==> config.mk <==
export PLATFORM = sky130hd
export DESIGN_NAME = mem_port_arbiter
export DESIGN_NICKNAME = d
export VERILOG_FILES = /design/src/rtl/arb_pkg.sv /design/src/rtl/rr_pick2.sv /design/src/rtl/mem_port_arbiter.sv
export SDC_FILE = /design/constraint.sdc
export NUM_CORES = 1
export LEC_CHECK = 0
export CORE_AREA = 2 2 278 280
export DETAILED_ROUTE_END_ITERATION = 10
export DIE_AREA = 0 0 280 282
export PLACE_DENSITY = 0.35
export SLEW_MARGIN = 25
export SYNTH_ARGS = -nofsm -noshare
export SYNTH_HDL_FRONTEND = slang
export SYNTH_SLANG_ARGS = --single-unit
==> constraint.sdc <==
create_clock -name clk -period 1.7 [get_ports clk]
set_input_delay 0.255 -clock clk [delete_from_list [all_inputs] [get_ports clk]]
set_output_delay 0.255 -clock clk [all_outputs]
set_load 0.01 [all_outputs]
==> src/rtl/arb_pkg.sv <==
// rtl/arb_pkg.sv - shared encodings for the IFU/LSU memory port arbiter
package arb_pkg;

    typedef enum logic [2:0] {
        IDLE    = 3'd0,
        I_ADDR  = 3'd1,
        L_RADDR = 3'd2,
        L_WADDR = 3'd3,
        I_RESP  = 3'd4,
        L_RRESP = 3'd5,
        L_BRESP = 3'd6
    } arb_state_e;

    localparam logic [1:0] RESP_OKAY   = 2'b00;
    localparam logic [1:0] RESP_SLVERR = 2'b10;
    localparam logic [1:0] RESP_DECERR = 2'b11;

    localparam logic [2:0] PROT_IFU = 3'b100;
    localparam logic [2:0] PROT_LSU = 3'b000;

endpackage

==> src/rtl/rr_pick2.sv <==
// rtl/rr_pick2.sv - two-way round-robin picker, req[1] wins a tie unless it won last
module rr_pick2 (
    input  logic [1:0] req,
    input  logic       last,
    output logic [1:0] grant
);

    always_comb begin
        grant = req;
        if (req == 2'b11) begin
            grant = last ? 2'b01 : 2'b10;
        end
    end

endmodule

==> src/rtl/mem_port_arbiter.sv <==
// rtl/mem_port_arbiter.sv - single-outstanding AXI4-Lite arbiter, IFU reads vs LSU reads/writes
module mem_port_arbiter
    import arb_pkg::*;
#(
    parameter int AW = 64,
    parameter int DW = 64
) (
    input  logic              clk,
    input  logic              rstn,

    input  logic              ifu_ARVALID,
    output logic              ifu_ARREADY,
    input  logic [AW-1:0]     ifu_ARADDR,
    input  logic [2:0]        ifu_ARPROT,
    output logic              ifu_RVALID,
    input  logic              ifu_RREADY,
    output logic [DW-1:0]     ifu_RDATA,
    output logic [1:0]        ifu_RRESP,

    input  logic              lsu_ARVALID,
    output logic              lsu_ARREADY,
    input  logic [AW-1:0]     lsu_ARADDR,
    input  logic [2:0]        lsu_ARPROT,
    output logic              lsu_RVALID,
    input  logic              lsu_RREADY,
    output logic [DW-1:0]     lsu_RDATA,
    output logic [1:0]        lsu_RRESP,
    input  logic              lsu_AWVALID,
    output logic              lsu_AWREADY,
    input  logic [AW-1:0]     lsu_AWADDR,
    input  logic [2:0]        lsu_AWPROT,
    input  logic              lsu_WVALID,
    output logic              lsu_WREADY,
    input  logic [DW-1:0]     lsu_WDATA,
    input  logic [DW/8-1:0]   lsu_WSTRB,
    output logic              lsu_BVALID,
    input  logic              lsu_BREADY,
    output logic [1:0]        lsu_BRESP,

    output logic              mem_ARVALID,
    input  logic              mem_ARREADY,
    output logic [AW-1:0]     mem_ARADDR,
    output logic [2:0]        mem_ARPROT,
    input  logic              mem_RVALID,
    output logic              mem_RREADY,
    input  logic [DW-1:0]     mem_RDATA,
    input  logic [1:0]        mem_RRESP,
    output logic              mem_AWVALID,
    input  logic              mem_AWREADY,
    output logic [AW-1:0]     mem_AWADDR,
    output logic [2:0]        mem_AWPROT,
    output logic              mem_WVALID,
    input  logic              mem_WREADY,
    output logic [DW-1:0]     mem_WDATA,
    output logic [DW/8-1:0]   mem_WSTRB,
    input  logic              mem_BVALID,
    output logic              mem_BREADY,
    input  logic [1:0]        mem_BRESP
);

    arb_state_e state;
    logic       last_lsu;
    logic       aw_done;
    logic       w_done;

    logic [1:0] req;
    logic [1:0] grant;
    logic       route_ifu_ar, route_lsu_ar, route_lsu_w;
    logic       route_ifu_r, route_lsu_r, route_lsu_b;
    logic       ar_hs, aw_hs, w_hs, r_hs, b_hs;
    logic       aw_all, w_all;

    assign req = {lsu_AWVALID | lsu_ARVALID, ifu_ARVALID};

    rr_pick2 u_pick (
        .req   (req),
        .last  (last_lsu),
        .grant (grant)
    );

    // Every route is gated by rstn so nothing leaks to either side while reset is held.
    always_comb begin
        route_ifu_ar = 1'b0;
        route_lsu_ar = 1'b0;
        route_lsu_w  = 1'b0;
        if (rstn) begin
            case (state)
                IDLE: begin
                    route_ifu_ar = grant[0];
                    route_lsu_w  = grant[1] & lsu_AWVALID;
                    route_lsu_ar = grant[1] & ~lsu_AWVALID;
                end
                I_ADDR:  route_ifu_ar = 1'b1;
                L_RADDR: route_lsu_ar = 1'b1;
                L_WADDR: route_lsu_w  = 1'b1;
                default: ;
            endcase
        end
    end

    assign route_ifu_r = rstn && (state == I_RESP);
    assign route_lsu_r = rstn && (state == L_RRESP);
    assign route_lsu_b = rstn && (state == L_BRESP);

    assign mem_ARVALID = (route_ifu_ar & ifu_ARVALID) | (route_lsu_ar & lsu_ARVALID);
    assign mem_ARADDR  = route_ifu_ar ? ifu_ARADDR : (route_lsu_ar ? lsu_ARADDR : '0);
    assign mem_ARPROT  = route_ifu_ar ? ifu_ARPROT : (route_lsu_ar ? lsu_ARPROT : 3'b000);
    assign ifu_ARREADY = route_ifu_ar & mem_ARREADY;
    assign lsu_ARREADY = route_lsu_ar & mem_ARREADY;

    // A write channel that already handshook is masked so the slave never sees a second beat.
    assign mem_AWVALID = route_lsu_w & lsu_AWVALID & ~aw_done;
    assign mem_AWADDR  = route_lsu_w ? lsu_AWADDR : '0;
    assign mem_AWPROT  = route_lsu_w ? lsu_AWPROT : 3'b000;
    assign lsu_AWREADY = route_lsu_w & ~aw_done & mem_AWREADY;
    assign mem_WVALID  = route_lsu_w & lsu_WVALID & ~w_done;
    assign mem_WDATA   = route_lsu_w ? lsu_WDATA : '0;
    assign mem_WSTRB   = route_lsu_w ? lsu_WSTRB : '0;
    assign lsu_WREADY  = route_lsu_w & ~w_done & mem_WREADY;

    assign ifu_RVALID = route_ifu_r & mem_RVALID;
    assign ifu_RDATA  = route_ifu_r ? mem_RDATA : '0;
    assign ifu_RRESP  = route_ifu_r ? mem_RRESP : 2'b00;
    assign lsu_RVALID = route_lsu_r & mem_RVALID;
    assign lsu_RDATA  = route_lsu_r ? mem_RDATA : '0;
    assign lsu_RRESP  = route_lsu_r ? mem_RRESP : 2'b00;
    assign mem_RREADY = (route_ifu_r & ifu_RREADY) | (route_lsu_r & lsu_RREADY);

    assign lsu_BVALID = route_lsu_b & mem_BVALID;
    assign lsu_BRESP  = route_lsu_b ? mem_BRESP : 2'b00;
    assign mem_BREADY = route_lsu_b & lsu_BREADY;

    assign ar_hs  = mem_ARVALID & mem_ARREADY;
    assign aw_hs  = mem_AWVALID & mem_AWREADY;
    assign w_hs   = mem_WVALID & mem_WREADY;
    assign r_hs   = mem_RVALID & mem_RREADY;
    assign b_hs   = mem_BVALID & mem_BREADY;
    assign aw_all = aw_done | aw_hs;
    assign w_all  = w_done | w_hs;

    always_ff @(posedge clk) begin
        if (!rstn) begin
            state    <= IDLE;
            last_lsu <= 1'b0;
            aw_done  <= 1'b0;
            w_done   <= 1'b0;
        end else begin
            case (state)
                IDLE: begin
                    if (route_ifu_ar) begin
                        last_lsu <= 1'b0;
                        state    <= ar_hs ? I_RESP : I_ADDR;
                    end else if (route_lsu_ar) begin
                        last_lsu <= 1'b1;
                        state    <= ar_hs ? L_RRESP : L_RADDR;
                    end else if (route_lsu_w) begin
                        last_lsu <= 1'b1;
                        if (aw_all && w_all) begin
                            state <= L_BRESP;
                        end else begin
                            state   <= L_WADDR;
                            aw_done <= aw_hs;
                            w_done  <= w_hs;
                        end
                    end
                end
                I_ADDR:  if (ar_hs) state <= I_RESP;
                L_RADDR: if (ar_hs) state <= L_RRESP;
                L_WADDR: begin
                    if (aw_all && w_all) begin
                        state   <= L_BRESP;
                        aw_done <= 1'b0;
                        w_done  <= 1'b0;
                    end else begin
                        aw_done <= aw_all;
                        w_done  <= w_all;
                    end
                end
                I_RESP:  if (r_hs) state <= IDLE;
                L_RRESP: if (r_hs) state <= IDLE;
                L_BRESP: if (b_hs) state <= IDLE;
                default: state <= IDLE;
            endcase
        end
    end

endmodule

# == After elaboration in Yosys (flattened, before gate mapping) ==
# Cells that the tools add are included.
# totals
elab_cells,113
reg_bits,6
# classes
bitwise,33
reduce_logical,11
mux,48
n_eq_ne,17
# ops
operator,n
$mux W64,6
$mux W3,14
$and A1 B1 Y1,25
$pmux W3 S6,1
$mux W1,16
$ne A2 B2 Y1 const B,8
$mux W2,5
$pmux W1 S2,5
$eq A3 B3 Y1 const B,3
$mux W8,1
$eq A3 B2 Y1 const B,2
$reduce_and A6 Y1,1
$or A1 B1 Y1,5
$reduce_and A5 Y1,1
$logic_and A1 B1 Y1,4
$ne A4 B4 Y1 const B,1
$eq A3 B1 Y1 const B,1
$logic_not A3 Y1,1
$not A1 Y1,3
$reduce_bool A3 Y1,1
$eq A2 B2 Y1 const B,1
$ne A2 B1 Y1 const B,1
$reduce_and A2 Y1,1
$reduce_bool A2 Y1,1
$reduce_or A2 Y1,1

# == Depth between registers and ports, before layout ==
# Gate-level depths: netlist of the first run.
# logic_depth
ltp_word,16
depth_mapped,7

# == Modules after synthesis ==
# Synthesis of the first run repeated with hierarchy kept, for this count alone.
# unflattened
cells_unflattened,491
hier_area_um2,3209.3
# by_module_without_submodules
module,area_per_inst_um2,cells_each,n_inst,seq_area_each_um2
mem_port_arbiter,3190.6,488,1,120.1
rr_pick2,18.8,3,1,0.0

# == Worst setup path before layout of the first run ==
# Ideal clock, no wire load.
# synth_timing
kind,register to output
from,register state[2]
to,output lsu_AWREADY
slack_ns,-0.214
stages_incl_launch_ff,6
t_arrival_ns,1.659
t_required_ns,1.445
n_path_buf,2
cell_sequence,dfxtp_1 or4b_1 o22ai_1 buf_2 clkbuf_1 and3_1
# synth_between
elab_chain_cells,5
word_cells_on_any_way,6
classes_between,1 x eq/ne; 2 x mux; 2 x bitwise; 1 x reduce/logical
# synth_lines
element,line,source
"start, declared",mem_port_arbiter.sv:61,arb_state_e state;
"start signal, assigned",mem_port_arbiter.sv:152,state <= ar_hs ? I_RESP : I_ADDR;
"start signal, assigned",mem_port_arbiter.sv:155,state <= ar_hs ? L_RRESP : L_RADDR;
$eq A3 B2 Y1 / $logic_not A3 Y1 (equally long branches),mem_port_arbiter.sv:87,case (state)
$pmux W1 S2 (*),mem_port_arbiter.sv:87,
$mux W1 (*),mem_port_arbiter.sv:86,if (rstn) begin
$and A1 B1 Y1 (*) (2 in a row),mem_port_arbiter.sv:115,assign lsu_AWREADY = route_lsu_w & ~aw_done & mem_AWREADY;
"end, declared",mem_port_arbiter.sv:29,"output logic lsu_AWREADY,"
# Every way passes the cells marked *; elsewhere a longest branch is shown, timed or not.

# == Worst setup path in the final report of the first run ==
# layout_timing
from,register state[0]
to,output mem_AWADDR[56]
# layout_between
elab_chain_cells,4
word_cells_on_any_way,5
classes_between,1 x eq/ne; 3 x mux; 1 x reduce/logical
# layout_lines
element,line,source
$eq A3 B2 Y1 / $logic_not A3 Y1 (equally long branches),mem_port_arbiter.sv:87,
$pmux W1 S2 (*),mem_port_arbiter.sv:87,
$mux W1 (*),mem_port_arbiter.sv:86,
$mux W64 (*),mem_port_arbiter.sv:113,assign mem_AWADDR = route_lsu_w ? lsu_AWADDR : '0;
"end, declared",mem_port_arbiter.sv:50,"output logic [AW-1:0] mem_AWADDR,"
# Marked as above.

==> results of run 1 <==
per-stage QoR:
step / power, W / instances
finish: 0.0123 / 2362
global route: 0.0130 / 2359
CTS: 0.0120 / 2325
detailed placement: 0.00874 / 2214
global placement: 0.00879 / 2214
floorplan: 0.00352 / 495
where the power goes:
group,switching (W),internal (W),total (W)
registers,0.0000459,0.000194,0.000240
clock network,0.0000935,0.000303,0.000397
logic,0.00454,0.00710,0.0116
total,0.00468,0.00760,0.0123
state kept, by name, summed over array words and instances, names as in the netlist:
name      count
state         3
aw_done       1
last_lsu      1
w_done        1
repair_timing:
| item | in CTS | in global routing |
|---|---|---|
| resized for setup | 1211 | 232 |
| endpoints found under the setup margin | 358 | 358 |
| gates cloned | 21 | 5 |
| setup buffers | 87 | 58 |
| pin swaps | 45 | 79 |
| hold buffers | 0 | 0 |
cell type report:
class / instances / share of cell area
Antenna cell: 5 / 0.000853
Sequential cell: 6 / 0.00870
Inverter: 6 / 0.00154
Timing Repair Buffer: 931 / 0.666
Clock buffer: 3 / 0.00512
Multi-Input combinational cell: 433 / 0.235
Tap cell: 978 / 0.0834
cells in the mapped netlist, types with 2 or more instances:
cell type / count
a211o_1: 2
a211oi_1: 3
a21boi_0: 2
a21o_1: 2
a21oi_1: 6
a221oi_1: 2
a22o_1: 67
and2_1: 280
and3_1: 6
buf_2: 8
clkbuf_1: 41
dfxtp_1: 6
inv_1: 6
nand2_1: 6
nand2b_1: 5
nand4_1: 3
nand4b_1: 3
nor2_1: 9
nor3_1: 5
o21ai_0: 3
o22ai_1: 4
or3_1: 2
cell families (layout without fill, tap and decap cells):
logic type / count (synthesis) / in the layout / synth area share
AND/OR/NAND/NOR: 324 / 324 / 0.610
AO/OA/AOI/OAI: 108 / 108 / 0.283
buffers and inverters: 56 / 940 / 0.0670
flip-flops: 6 / 6 / 0.0365
multiplexers: 1 / 1 / 0.00305
other: 0 / 5 / 0
routing by layer:
| layer | part of all wire | routed length, um |
|---|---|---|
| met2 | 0.51 | 26500 |
| met1 | 0.37 | 18900 |
| met3 | 0.10 | 5250 |
| met5 | 0.0016 | 80 |
| met4 | 0.015 | 778 |
worst register-to-register path: stages, from the launching register on:
cell and delay [ps]:
dfxtp_2 310, or4b_4 560, o22ai_4 160, buf_12 130, buf_16 120, buf_6 110
buf_12 90, buf_8 100, buf_4 130, o21ai_0 140, a2bb2oi_1 170, o22ai_1 150
worst paths after layout:
| check | startpoint | to | slack, ps | cells past startpoint |
|---|---|---|---|---|
| max reg2reg | state[0] | state[2] | -570 | 11 |
| min | last_lsu | last_lsu | 520 | 2 |
| max | state[0] | mem_AWADDR[56] | -830 | 11 |
| min reg2reg | last_lsu | last_lsu | 520 | 2 |
==> results.py, run 1 <==
metrics = {
    "yosys": {
        "yosysSeqAreaShare": 0.0365,
        "syn_inst": 495,
        "synthDistinctLibCells": 46,
        "ys_warn_count": 0,
        "synth_top_area_cell": "and2_1",
        "netlist_area_mm2": 0.00329,
        "synthFlopType": "dfxtp_1",
        "syn_avg_cell_area_um2": 6.64,
        "synth_fp_nets": 850,
        "ys_top_cells_by_area": "and2_1 53%, a22o_1 18%, clkbuf_1 4.7%",
        "ys_ff_latch": 6,
        "synth_top_area_share": 0.533,
        "async_flop_share": 0,
        "synth_edf_count": 0,
    },
    "final_layout": {
        "post-route-util": 0.194,
        "fill_cells": 8374,
        "nets": 1736,
        "multiInputGateArea_mm2": 0.00344,
        "drive_gt1_frac": 0.490,
        "layout_common_cells": "404 x clkdlybuf4s50_1, 207 x buf_6, 140 x and2_1, 140 x and2_4, 99 x buf_2",
        "regArea_um2": 128,
        "syn_to_final_growth_pct": 346,
        "fin_area_mm2": 0.0147,
        "final_common_cell": "clkdlybuf4s50_1",
    },
    "routing": {
        "viasPerCell": 3.12,
        "firstDrtPassIters": 4,
        "drtAntennaViolNets": 0,
        "drtIter0Drc": 251,
        "wl_per_cell_um": 21.8,
        "wl_um": 51400,
        "num_vias": 7376,
        "drc_errors": 0,
    },
    "sta": {
        "setup_violations": 358,
        "finalSetupTns_ps": -194800,
        "min_period_ps": 2530,
        "fin_skew_ps": 3.05,
        "finalHoldViolations": 0,
        "period_share": 1.49,
        "fin_hold_ws_ps": 515,
        "slew_headroom": 0.718,
        "rsz0062_at_grt": "true",
        "clock.fmax_mhz": 395,
        "tightest_slew_ps": 420,
        "setup_slack_ps": -830,
        "drv_slew": 0,
    },
    "setup_path": {
        "required_ps": 1440,
        "cp-start-kind": "flip-flop",
        "crit_chain": "or4b_4 > o22ai_4 > buf_12 > buf_12 > buf_12 > buf_8 > buf_12 > buf_6 > buf_6 > and2_4 > buf_6",
        "critPathBufInv": 8,
        "critical-path-max-stage-delay_ps": 560,
        "worst-path-max-fanout": 4,
        "path_common_cell": "buf_12",
        "cp_top_family": "buffers and inverters",
        "end_kind": "output pin",
        "arrival_ps": 2270,
        "crit_type": "flip-flop to output pin",
        "cp_slowest_cell": "or4b_4",
    },
    "clock_network": {
        "root_buffer": "clkbuf_16",
        "cts.path.max_buffers": 2,
        "clk_pin_slew_ps": 40,
        "clock_latency_ps": 230,
        "cts.sinks": 6,
        "numCtsBuffers": 3,
        "cts_tree": "built",
        "htree_num_levels": 1,
    },
    "pwr": {
        "ir_drop_mv": 0.342,
        "power.density_mw_per_mm2": 837,
        "p_leak_nw": 6.81,
    },
    "place": {
        "place_area_mm2": 0.0125,
        "dpl.hpwl_um": 42100,
        "routabilityCongestion": 0.828,
        "numPortBuffers": 706,
        "post-place-ws_ps": -1240,
    },
    "global_routing": {
        "grt_usage": 0.118,
        "first_global_vias": 7624,
        "grtUsageMet2": 0.217,
        "grt.busiest_layer": "met2",
        "antenna_found_initial": 14,
        "grt_max_degree": 28,
        "met1_usage": 0.126,
        "grt_pass1_wl_um": 64000,
        "grt_overflow": 0,
        "grtUsageMet3": 0.0482,
    },
    "floorplan": {
        "core_mm2": 0.0757,
        "initial_core_util": 0.0434,
        "die_w_um": 280,
        "die-area_mm2": 0.0790,
        "num_rows": 101,
        "io_pins": 707,
        "die_y_um": 282,
    },
    "worst_hold_path": {
        "min_path_type": "flip-flop to flip-flop",
    },
    "run_status": {
        "violations": "setup timing",
        "status": "finished with violations",
    },
    "job": {
        "drv_cap": 0,
    },
}
(Power assumes the default switching activity.)
==> run 2, diff against run 1 <==
- GPL_TIMING_DRIVEN: default -> 0
==> results.py, run 2 (synthesis gave the netlist of run 1 again) <==
metrics = {
    "run_status": {
        "status": "finished with violations",
        "violations": "setup timing",
    },
    "floorplan": {
        "die_w_um": 280,
        "num_rows": 101,
        "io_pins": 707,
        "initial_core_util": 0.0434,
        "die_y_um": 282,
        "core_mm2": 0.0757,
        "die-area_mm2": 0.0790,
    },
    "final_layout": {
        "syn_to_final_growth_pct": 319,
        "multiInputGateArea_mm2": 0.00357,
        "largest_reg_flops": 3,
        "drive_gt1_frac": 0.530,
        "layout_common_cells": "351 x clkdlybuf4s50_1, 189 x buf_6, 159 x and2_4",
        "final_common_cell": "clkdlybuf4s50_1",
        "fill_cells": 8491,
        "post-route-util": 0.182,
        "nets": 1661,
        "regArea_um2": 133,
        "largest-register": "state",
        "fin_area_mm2": 0.0138,
    },
    "clock_network": {
        "numCtsBuffers": 3,
        "root_buffer": "clkbuf_16",
        "cts_tree": "built",
        "cts.sinks": 6,
        "htree_num_levels": 1,
        "postCtsHoldBufs": 0,
        "clk_pin_slew_ps": 40,
        "clock_latency_ps": 230,
        "cts.path.max_buffers": 2,
    },
    "setup_path": {
        "arrival_ps": 2110,
        "cp_top_family": "simple AND/OR/NAND/NOR gates",
        "crit_chain": "or4b_4 > o22ai_4 > buf_12 > buf_12 > buf_8 > clkbuf_16 > and2_4 > buf_6",
        "required_ps": 1440,
        "end_kind": "output pin",
        "crit_type": "flip-flop to output pin",
        "critPathBufInv": 5,
        "worst-path-max-fanout": 6,
        "path_common_cell": "buf_12",
        "cp_slowest_cell": "or4b_4",
        "cp-start-kind": "flip-flop",
        "critical-path-max-stage-delay_ps": 550,
    },
    "sta": {
        "tightest_slew_ps": 718,
        "setup_violations": 353,
        "fin_hold_ws_ps": 520,
        "rsz0062_at_grt": "true",
        "drv_slew": 0,
        "min_period_ps": 2360,
        "fin_skew_ps": 2.16,
        "finalSetupTns_ps": -153540,
        "finalHoldViolations": 0,
        "period_share": 1.39,
        "setup_slack_ps": -661,
        "clock.fmax_mhz": 424,
        "slew_headroom": 0.521,
    },
    "global_routing": {
        "grt_pass1_wl_um": 61300,
        "grt_max_degree": 11,
        "grt_overflow": 0,
        "antenna_found_initial": 19,
        "grtUsageMet2": 0.203,
        "met1_usage": 0.122,
        "first_global_vias": 7250,
        "grt_usage": 0.114,
        "grt.busiest_layer": "met2",
        "grtUsageMet3": 0.0462,
    },
    "pwr": {
        "power.density_mw_per_mm2": 797,
        "ir_drop_mv": 0.373,
        "power.total_w": 0.0110,
        "p_leak_nw": 6.41,
    },
    "routing": {
        "drtAntennaViolNets": 0,
        "wl_per_cell_um": 21.7,
        "drtIter0Drc": 249,
        "num_vias": 7157,
        "viasPerCell": 3.13,
        "drc_errors": 0,
        "wl_um": 49800,
        "firstDrtPassIters": 4,
    },
    "place": {
        "numPortBuffers": 706,
        "place_area_mm2": 0.0119,
        "routabilityCongestion": 0.848,
        "dpl.hpwl_um": 42700,
    },
    "job": {
        "drv_cap": 0,
    },
    "worst_hold_path": {
        "min_path_type": "flip-flop to flip-flop",
    },
}
run 2: cell count changes in the layout (fill, tap and decap cells not counted), sizes merged:
cell / before / now
buf: 490 / 402
clkbuf: 11 / 86
clkdlybuf4s50: 404 / 351
dlymetal6s2s: 23 / 18
dlygate4sd2: 3 / 0
diode: 5 / 7
bufbuf: 1 / 0
run 2: worst min-delay path, cell delays in order (launching register included):
cell      delay, ps
dfxtp_4         360
inv_1            70
a221oi_2         50
run 2: worst paths after layout:
path	startpoint	end	slack (ps)	cells after the start
hold / removal	last_lsu	last_lsu	520	2
hold reg to reg	last_lsu	last_lsu	520	2
setup / recovery	state[2]	mem_WDATA[39]	-660	8
setup reg to reg	state[0]	w_done	-290	7
run 2: report_power, final:
| part | switching (W) | internal [W] |
|---|---|---|
| clock network | 0.0000866 | 0.000303 |
| registers | 0.0000753 | 0.000201 |
| logic | 0.00425 | 0.00605 |
run 2: stage by stage:
stage,setup slack [ps],instances
floorplan,-85.3,495
global placement,-2150,2179
detailed placement,-2160,2179
CTS,-734,2225
global route,-719,2286
finish,-661,2289
run 2: cell type report:
class | instances | share of cell area
Inverter | 6 | 0.00164
Clock buffer | 3 | 0.00545
Sequential cell | 6 | 0.00963
Multi-Input combinational cell | 433 | 0.259
Antenna cell | 7 | 0.00127
Tap cell | 978 | 0.0889
Buffer | 46 | 0.0579
Timing Repair Buffer | 810 | 0.576
run 2: per-layer routing:
metal | share of wire | vias to the layer above
li1 | - | 3330
met1 | 0.36 | 3299
met2 | 0.51 | 454
met3 | 0.11 | 52
met4 | 0.026 | 22
met5 | 0.0028 | -
run 2: what timing repair did:
| action | CTS | global route |
|---|---|---|
| setup buffers | 33 | 47 |
| gates cloned | 11 | 13 |
| endpoints found under the setup margin | 358 | 358 |
| gates resized for setup | 1101 | 778 |
| pin swaps | 57 | 75 |
==> run 3, diff against run 2 <==
- CTS_CLUSTER_SIZE: default -> 16
- SETUP_SLACK_MARGIN: default -> 0.3
==> results.py, run 3 (synthesis gave the netlist of run 1 again) <==
metrics = {
    "run_status": {
        "status": "finished with violations",
        "violations": "setup timing",
    },
    "setup_path": {
        "ff2ff_path_depth": 8,
        "cp_slowest_cell": "or4b_4",
        "r2r-end": "w_done",
        "rrSetupSlack_ps": -280,
        "end_kind": "output pin",
        "crit_type": "flip-flop to output pin",
        "arrival_ps": 2110,
        "required_ps": 1440,
        "worst-path-max-fanout": 10,
        "critical-path-max-stage-delay_ps": 570,
        "r2r_start": "state[0]",
        "cp-start-kind": "flip-flop",
        "crit_chain": "or4b_4 > o22ai_4 > buf_12 > clkbuf_16 > clkbuf_8 > and2_4 > clkdlybuf4s15_2",
    },
    "sta": {
        "fin_skew_ps": 2.82,
        "tightest_slew_ps": 526,
        "rsz0062_at_grt": "true",
        "finalHoldViolations": 0,
        "period_share": 1.39,
        "drv_slew": 0,
        "clock.fmax_mhz": 423,
        "min_period_ps": 2360,
        "setup_slack_ps": -665,
        "slew_headroom": 0.647,
        "setup_violations": 357,
    },
    "floorplan": {
        "die_y_um": 282,
        "io_pins": 707,
        "num_rows": 101,
        "die_w_um": 280,
        "die-area_mm2": 0.0790,
        "initial_core_util": 0.0434,
        "core_mm2": 0.0757,
    },
    "worst_hold_path": {
        "min_path_cells": 2,
        "hold_end": "last_lsu",
        "hold_path.startpoint": "last_lsu",
        "min_path_type": "flip-flop to flip-flop",
    },
    "clock_network": {
        "root_buffer": "clkbuf_16",
        "cts.path.max_buffers": 2,
        "htree_num_levels": 1,
        "cts.sinks": 6,
        "cts_tree": "built",
        "numCtsBuffers": 3,
        "clk_pin_slew_ps": 40,
        "clock_latency_ps": 230,
    },
    "final_layout": {
        "final_common_cell": "clkdlybuf4s50_1",
        "largest_reg_flops": 3,
        "layout_common_cells": "348 x clkdlybuf4s50_1, 165 x and2_4, 153 x clkbuf_2",
        "post-route-util": 0.173,
        "largest-register": "state",
        "syn_to_final_growth_pct": 299,
        "drive_gt1_frac": 0.533,
        "nets": 1655,
    },
    "pwr": {
        "power.total_w": 0.00942,
        "internal_power_w": 0.00552,
        "p_comb_frac": 0.929,
        "power.density_mw_per_mm2": 718,
        "p_leak_nw": 6.18,
        "switching_share": 0.414,
        "clkPwrFrac": 0.042,
        "ir_drop_mv": 0.469,
        "p_sw_w": 0.00390,
        "seqPwrFrac": 0.029,
    },
    "global_routing": {
        "first_global_vias": 6853,
        "grt_max_degree": 11,
        "grt_usage": 0.0820,
        "antenna_found_initial": 7,
        "grt_overflow": 0,
        "grt_pass1_wl_um": 47200,
    },
    "job": {
        "drv_cap": 0,
    },
    "routing": {
        "wl_um": 37800,
        "drtAntennaViolNets": 0,
        "num_vias": 6939,
        "wl_per_cell_um": 16.6,
        "drtIter0Drc": 143,
        "firstDrtPassIters": 4,
        "viasPerCell": 3.04,
        "drc_errors": 0,
    },
    "place": {
        "numPortBuffers": 706,
        "dpl.hpwl_um": 31100,
        "routabilityCongestion": 0.837,
    },
}
run 3: changes by cell type in the layout (fill, tap and decap cells not counted), moves of 8 or more:
cell,previous run,this run
buf_2,103,54
buf_8,31,23
buf_4,52,66
clkbuf_2,54,153
buf_6,189,138
run 3: final cells by class:
| type | count | area (um2) |
|---|---|---|
| sequential | 6 | 135 |
| multi-input combinational | 433 | 3580 |
| antenna | 3 | 7.51 |
| fill | 8568 | 62600 |
| tap | 978 | 1220 |
| timing repair buffer | 801 | 7380 |
| inverter | 6 | 22.5 |
| buffer | 49 | 709 |
| clock buffer | 3 | 75.1 |
run 3: repair_timing:
item / 4_1_cts / 5_1_grt
pin swaps: 7 / 65
endpoints found under the setup margin: 358 / 358
hold buffers: 0 / 0
gates resized for setup: 405 / 1114
cloned: 2 / 15
buffers inserted: 13 / 65
run 3: metrics by stage:
step	area, um2	hold slack [ps]	setup TNS, ps	cells	worst slack [ps]
floorplan	3590	438	-13130	495	-85.3
global placement	11900	536	-612700	2179	-2520
detailed placement	11900	541	-610640	2179	-2450
CTS	12400	493	-280890	2196	-1050
global route	13100	555	-183150	2278	-714
finish	13100	524	-159450	2279	-665
run 3: layer usage:
layer / GRT usage / wire (um) / vias to the layer above
met2: 0.151 / 19900 / 378
met3: 0.0256 / 2890 / 24
met1: 0.0930 / 14500 / 3225
met5: 0 / 26 / -
li1: - / - / 3308
met4: 0.0144 / 509 / 4
run 3: worst max-delay path, delay by kind of cell (launching register included):
kind	cells	cell delay (ps)
AND/OR/NAND/NOR	2	710
buffers and inverters	4	670
flip-flops	1	350
AO/OA/AOI/OAI	1	140
run 3: how the worst max path moves through the flow:
stage,from,slack [ps],depth (start not counted),to
floorplan,state[2],-90,5,mem_WDATA[30]
global placement,rstn,-2520,7,lsu_RDATA[35]
detailed placement,rstn,-2450,7,lsu_RDATA[35]
CTS,state[2],-1050,6,mem_WDATA[4]
global route,state[0],-710,7,mem_AWADDR[43]
finish,state[0],-660,7,mem_AWADDR[37]
run 3: power by group through the flow:
stage / clock network [W] / logic, W / registers [W]
floorplan: 0 / 0.00326 / 0.000220
global route: 0.000408 / 0.00931 / 0.000279
finish: 0.000396 / 0.00875 / 0.000273
CTS: 0.000402 / 0.00782 / 0.000270
detailed placement: 0 / 0.00739 / 0.000249
global placement: 0 / 0.00744 / 0.000252
==> RTL edit 1, RTL diff (config.mk and constraints of run 3) <==
Change the parameter `DW` from 64 to 96.
--- a/src/rtl/mem_port_arbiter.sv
+++ b/src/rtl/mem_port_arbiter.sv
@@ -3,7 +3,7 @@
     import arb_pkg::*;
 #(
     parameter int AW = 64,
-    parameter int DW = 64
+    parameter int DW = 96
 ) (
     input  logic              clk,
     input  logic              rstn,
Interface: changed (7 resized); port bits go from 707 to 875. The function was not compared with the original's and may differ.
==> RTL edit 1 against run 3 <==
The run still ends with negative setup slack left; routed wire length increased by 84%; design area is 30% higher; area after synthesis up 19%; sequential cell count stayed put; global-route usage is 7.8 points higher; clock skew is 0.0020 ns higher; maximum frequency increased by 3.0%; worst setup slack gained 0.069 ns; register-to-register slack got worse by 0.17 ns; power is 2.2% higher; critical path type unchanged; critical endpoint is now mem_WDATA[25]; largest power group unchanged.
==> RTL edit 1: results (changes against run 3) <==
| Metric | Value |
|---|---|
| Synthesized Nets | 1020 (+20%) |
| Final setup viols | 456 (+28%) |
| Post-synth top cells | and2_1 (377), a22o_1 (68), clkbuf_1 (46) |
| Data buffer area share | 64.82% (+3.2 points) |
| Tot GR Track Use | 15.96% (+7.8 points) |
| Port bufs | 874 (+24%) |
| First-pass GRT wire length | 85100 um (+80%) |
| R2R depth | 7 (-1) |
| Syn Inst Count | 597 (+21%) |
| DR iter-0 viols | 250 (+75%) |
| GRT met2 Usage | 31.93% (+17 points) |
| Seq/total area | 0.7275% (-0.30 points) |
| Failing checks | negative setup slack |
| Worst R2R End | state[1]$_SDFFE_PN0P_ |
| Switching power | 3.890 mW (-0.36%) |
| CP Max Fanout | 7 (-3) |
| Area post-placement | 14290 um2 (+20%) |
| Hold depth | 3 (+1) |
| Worst Tran Pin Value | 0.6287 ns (+0.1027 ns) |
| Layout Nets | 2039 (+23%) |
| Multi-input logic area | 4534 um2 (+27%) |
| Worst hold path type | primary input to register |
| Status | finished, violations left |
| Invs w/o clock | 2 (-4) |
| Worst min-delay path startpoint | rstn |
| Hold Path Sink | w_done$_SDFFE_PN0P_ |
| Avg WL per Cell | 26.83 um (+62%) |
| Setup Buffers After CTS | 48 (+35) |
| Number of diodes | 10 (+7) |
| Synth unique cells | 42 (-8.7%) |
| Clk cell area share | 0.4409% (-0.13 points) |
| Post-synthesis sequential area ratio | 3.065% (-0.59 points) |
| Slack of the critical path | -0.5950 ns (+0.06948 ns) |
-- RTL edit 1: cell count changes after synthesis, moves of 4 or more --
cell and change:
and2_1 +97, and3_1 -4, inv_1 -4, o22ai_1 -4, clkbuf_1 +5, or2_2 +4
-- RTL edit 1: power by group through the flow --
| stage | Combinational [mW] | Sequential [mW] | Clock (mW) |
|---|---|---|---|
| after detailed placement | 7.01 | 0.200 | 0 |
| after global placement | 7.05 | 0.200 | 0 |
| after CTS | 7.57 | 0.210 | 0.398 |
| final | 9.01 | 0.220 | 0.396 |
| after global routing | 9.42 | 0.222 | 0.409 |
| after floorplan | 2.77 | 0.193 | 0 |
-- RTL edit 1: cell families after synthesis --
logic type                Yosys count  share of synthesized area, %
buffers and inverters              62                         6.482
xor gates and xnor gates            1                        0.2235
DFF                                 6                         3.065
AOI/OAI and AO/OA                 102                         22.83
and+or+nand+nor                   425                         67.15
muxes                               1                        0.2554
-- RTL edit 1: how the worst max path moves through the flow --
stage	cells after the start	slack (ns)	start	end
5_1_grt	10	-0.67	state[0]$_SDFFE_PN0P_	lsu_AWREADY
3_3_place_gp	8	-2.21	rstn	lsu_RDATA[91]
4_1_cts	10	-0.64	state[0]$_SDFFE_PN0P_	mem_WDATA[57]
6_report	11	-0.60	state[0]$_SDFFE_PN0P_	mem_WDATA[25]
2_1_floorplan	6	-0.17	state[0]$_SDFFE_PN0P_	state[1]$_SDFFE_PN0P_
3_5_place_dp	8	-2.27	rstn	lsu_RDATA[91]
-- RTL edit 1: routing by layer --
layer | wire length, um | up-vias | share of wire [%]
met5 | 41 | - | 0.059
met4 | 1893 | 6 | 2.7
met3 | 5517 | 99 | 7.9
met2 | 38090 | 520 | 55
met1 | 24260 | 4178 | 35
li1 | - | 4029 | -
==> RTL edit 2, RTL diff (flow settings as in run 3) <==
Made on the original files. Reset style: asynchronous (`rstn`), changed in one clocked block.
--- a/src/rtl/mem_port_arbiter.sv
+++ b/src/rtl/mem_port_arbiter.sv
@@ -138,7 +138,7 @@
     assign aw_all = aw_done | aw_hs;
     assign w_all  = w_done | w_hs;
 
-    always_ff @(posedge clk) begin
+    always_ff @(posedge clk or negedge rstn) begin
         if (!rstn) begin
             state    <= IDLE;
             last_lsu <= 1'b0;
Check against the original RTL: no difference found for any inputs over 4 cycles, from zero or initial values and one cycle with rstn low; that may be too few to reach the edited logic, so the function may still have changed.
==> RTL edit 2 against run 3 <==
Worst setup slack worse by 0.13 ns; the flow still finishes with violations (negative setup slack); power shrank 2.1%; area after synthesis decreased by 3.7%; largest power group unchanged; critical endpoint is now mem_WDATA[40]; design area up 2.9%; routed wire length fell by 8.1%; largest cell class unchanged; critical path type unchanged; first-iteration DRC count is 2.8% lower; sequential power is 14% higher; sequential cell count is the same.
==> RTL edit 2: results (changes against run 3) <==
| Metric | Value |
|---|---|
| Initial antenna violation count | 3 (-4) |
| First-pass GRT wire length | 45640 um (-3.4%) |
| Lkg Pwr | 6.041 nW (-2.2%) |
| Highest-delay cell along the critical path | o41a_1 |
| Largest net degree at the start of global routing | 14 (+3) |
| Final instance area | 13510 um2 (+2.9%) |
| Highest metal used | met4 |
| Met1 GRT Util | 7.912% (-1.4 points) |
| Status | finished, violations left |
| Synth Flop Type | dfrtp_1 |
| Post-synthesis sequential area ratio | 4.741% (+1.1 points) |
| Setup Slack @ Placement | -2.041 ns (+0.4114 ns) |
| P_int | 5.387 mW (-2.4%) |
| Tot GR Track Use | 7.859% (-0.34 points) |
| DR iter-0 viols | 139 (-2.8%) |
| Fraction of area in multi-input gates | 29.72% (+2.5 points) |
| Met2 wire length | 19760 um (-0.79%) |
| Critical path's largest stage delay | 0.41 ns (-0.16 ns) |
| GR met3 Demand/Resource | 1.616% (-0.94 points) |
| Layout Nets | 1608 (-2.8%) |
| HPWL Detailed | 29830 um (-4.0%) |
| Synth unique cells | 42 (-8.7%) |
| Slack of the critical path | -0.7975 ns (-0.1329 ns) |
| Final setup viols | 358 (+0.28%) |
| Worst path top cell family by delay | buffers and inverters |
| Failing checks | negative setup slack |
| Syn Inst Count | 475 (-4.0%) |
| Setup TNS | -214.73 ns (-55.28 ns) |
| Asr flop ratio synth | 100.0% (+100 points) |
| Post-route insts no fill | 2231 (-2.1%) |
| Non-clk bufs | 824 (-3.1%) |
RTL edit 2: changes by cell type in the layout (fill, tap and decap cells not counted), moves of 17 or more:
cell	change
and2_1	-42
clkbuf_2	-60
buf_6	-30
buf_4	-27
nor2b_4	+114
clkdlybuf4s15_2	+20
and2_4	-97
nor2b_2	+22
clkdlybuf4s50_1	+43
dlygate4sd2_1	+64
dlymetal6s2s_1	-17
RTL edit 2: cell families (layout without fill, tap and decap cells):
group           Yosys count  after routing  synth area share, %
compound gates           96             96                25.84
flops                     6              6                4.741
simple gates            316            316                61.56
buf+inv                  54            830                6.914
mux                       3              3               0.9483
other cells               0              2                    0
RTL edit 2: worst min-delay path, stage by stage:
cell      delay, ns
clkbuf_2       0.15
nand4_1        0.09
o21ai_1        0.06
RTL edit 2: path summary, 6_finish.rpt:
| check | startpoint | end | slack (ns) | cells past startpoint |
|---|---|---|---|---|
| setup / recovery | state[2]$_DFFE_PN0P_ | mem_WDATA[40] | -0.80 | 9 |
| setup reg to reg | state[2]$_DFFE_PN0P_ | state[0]$_DFFE_PN0P_ | -0.40 | 8 |
| hold reg to reg | last_lsu$_DFFE_PN0P_ | last_lsu$_DFFE_PN0P_ | 0.62 | 1 |
| min in group asynchronous | rstn | state[2]$_DFFE_PN0P_ | 0.67 | 2 |
| hold / removal | lsu_AWVALID | aw_done$_DFFE_PN0P_ | 0.37 | 3 |
| max in group asynchronous | rstn | last_lsu$_DFFE_PN0P_ | 0.77 | 2 |
RTL edit 2: what timing repair did:
action | 4_1_cts | 5_1_grt
pin swaps | 27 | 8
gates cloned | 8 | 5
hold buffers | 0 | 1
setup endpoints to repair | 358 | 358
endpoints found under the hold margin | 0 | 6
gates resized for setup | 808 | 330
buffers inserted | 35 | 19
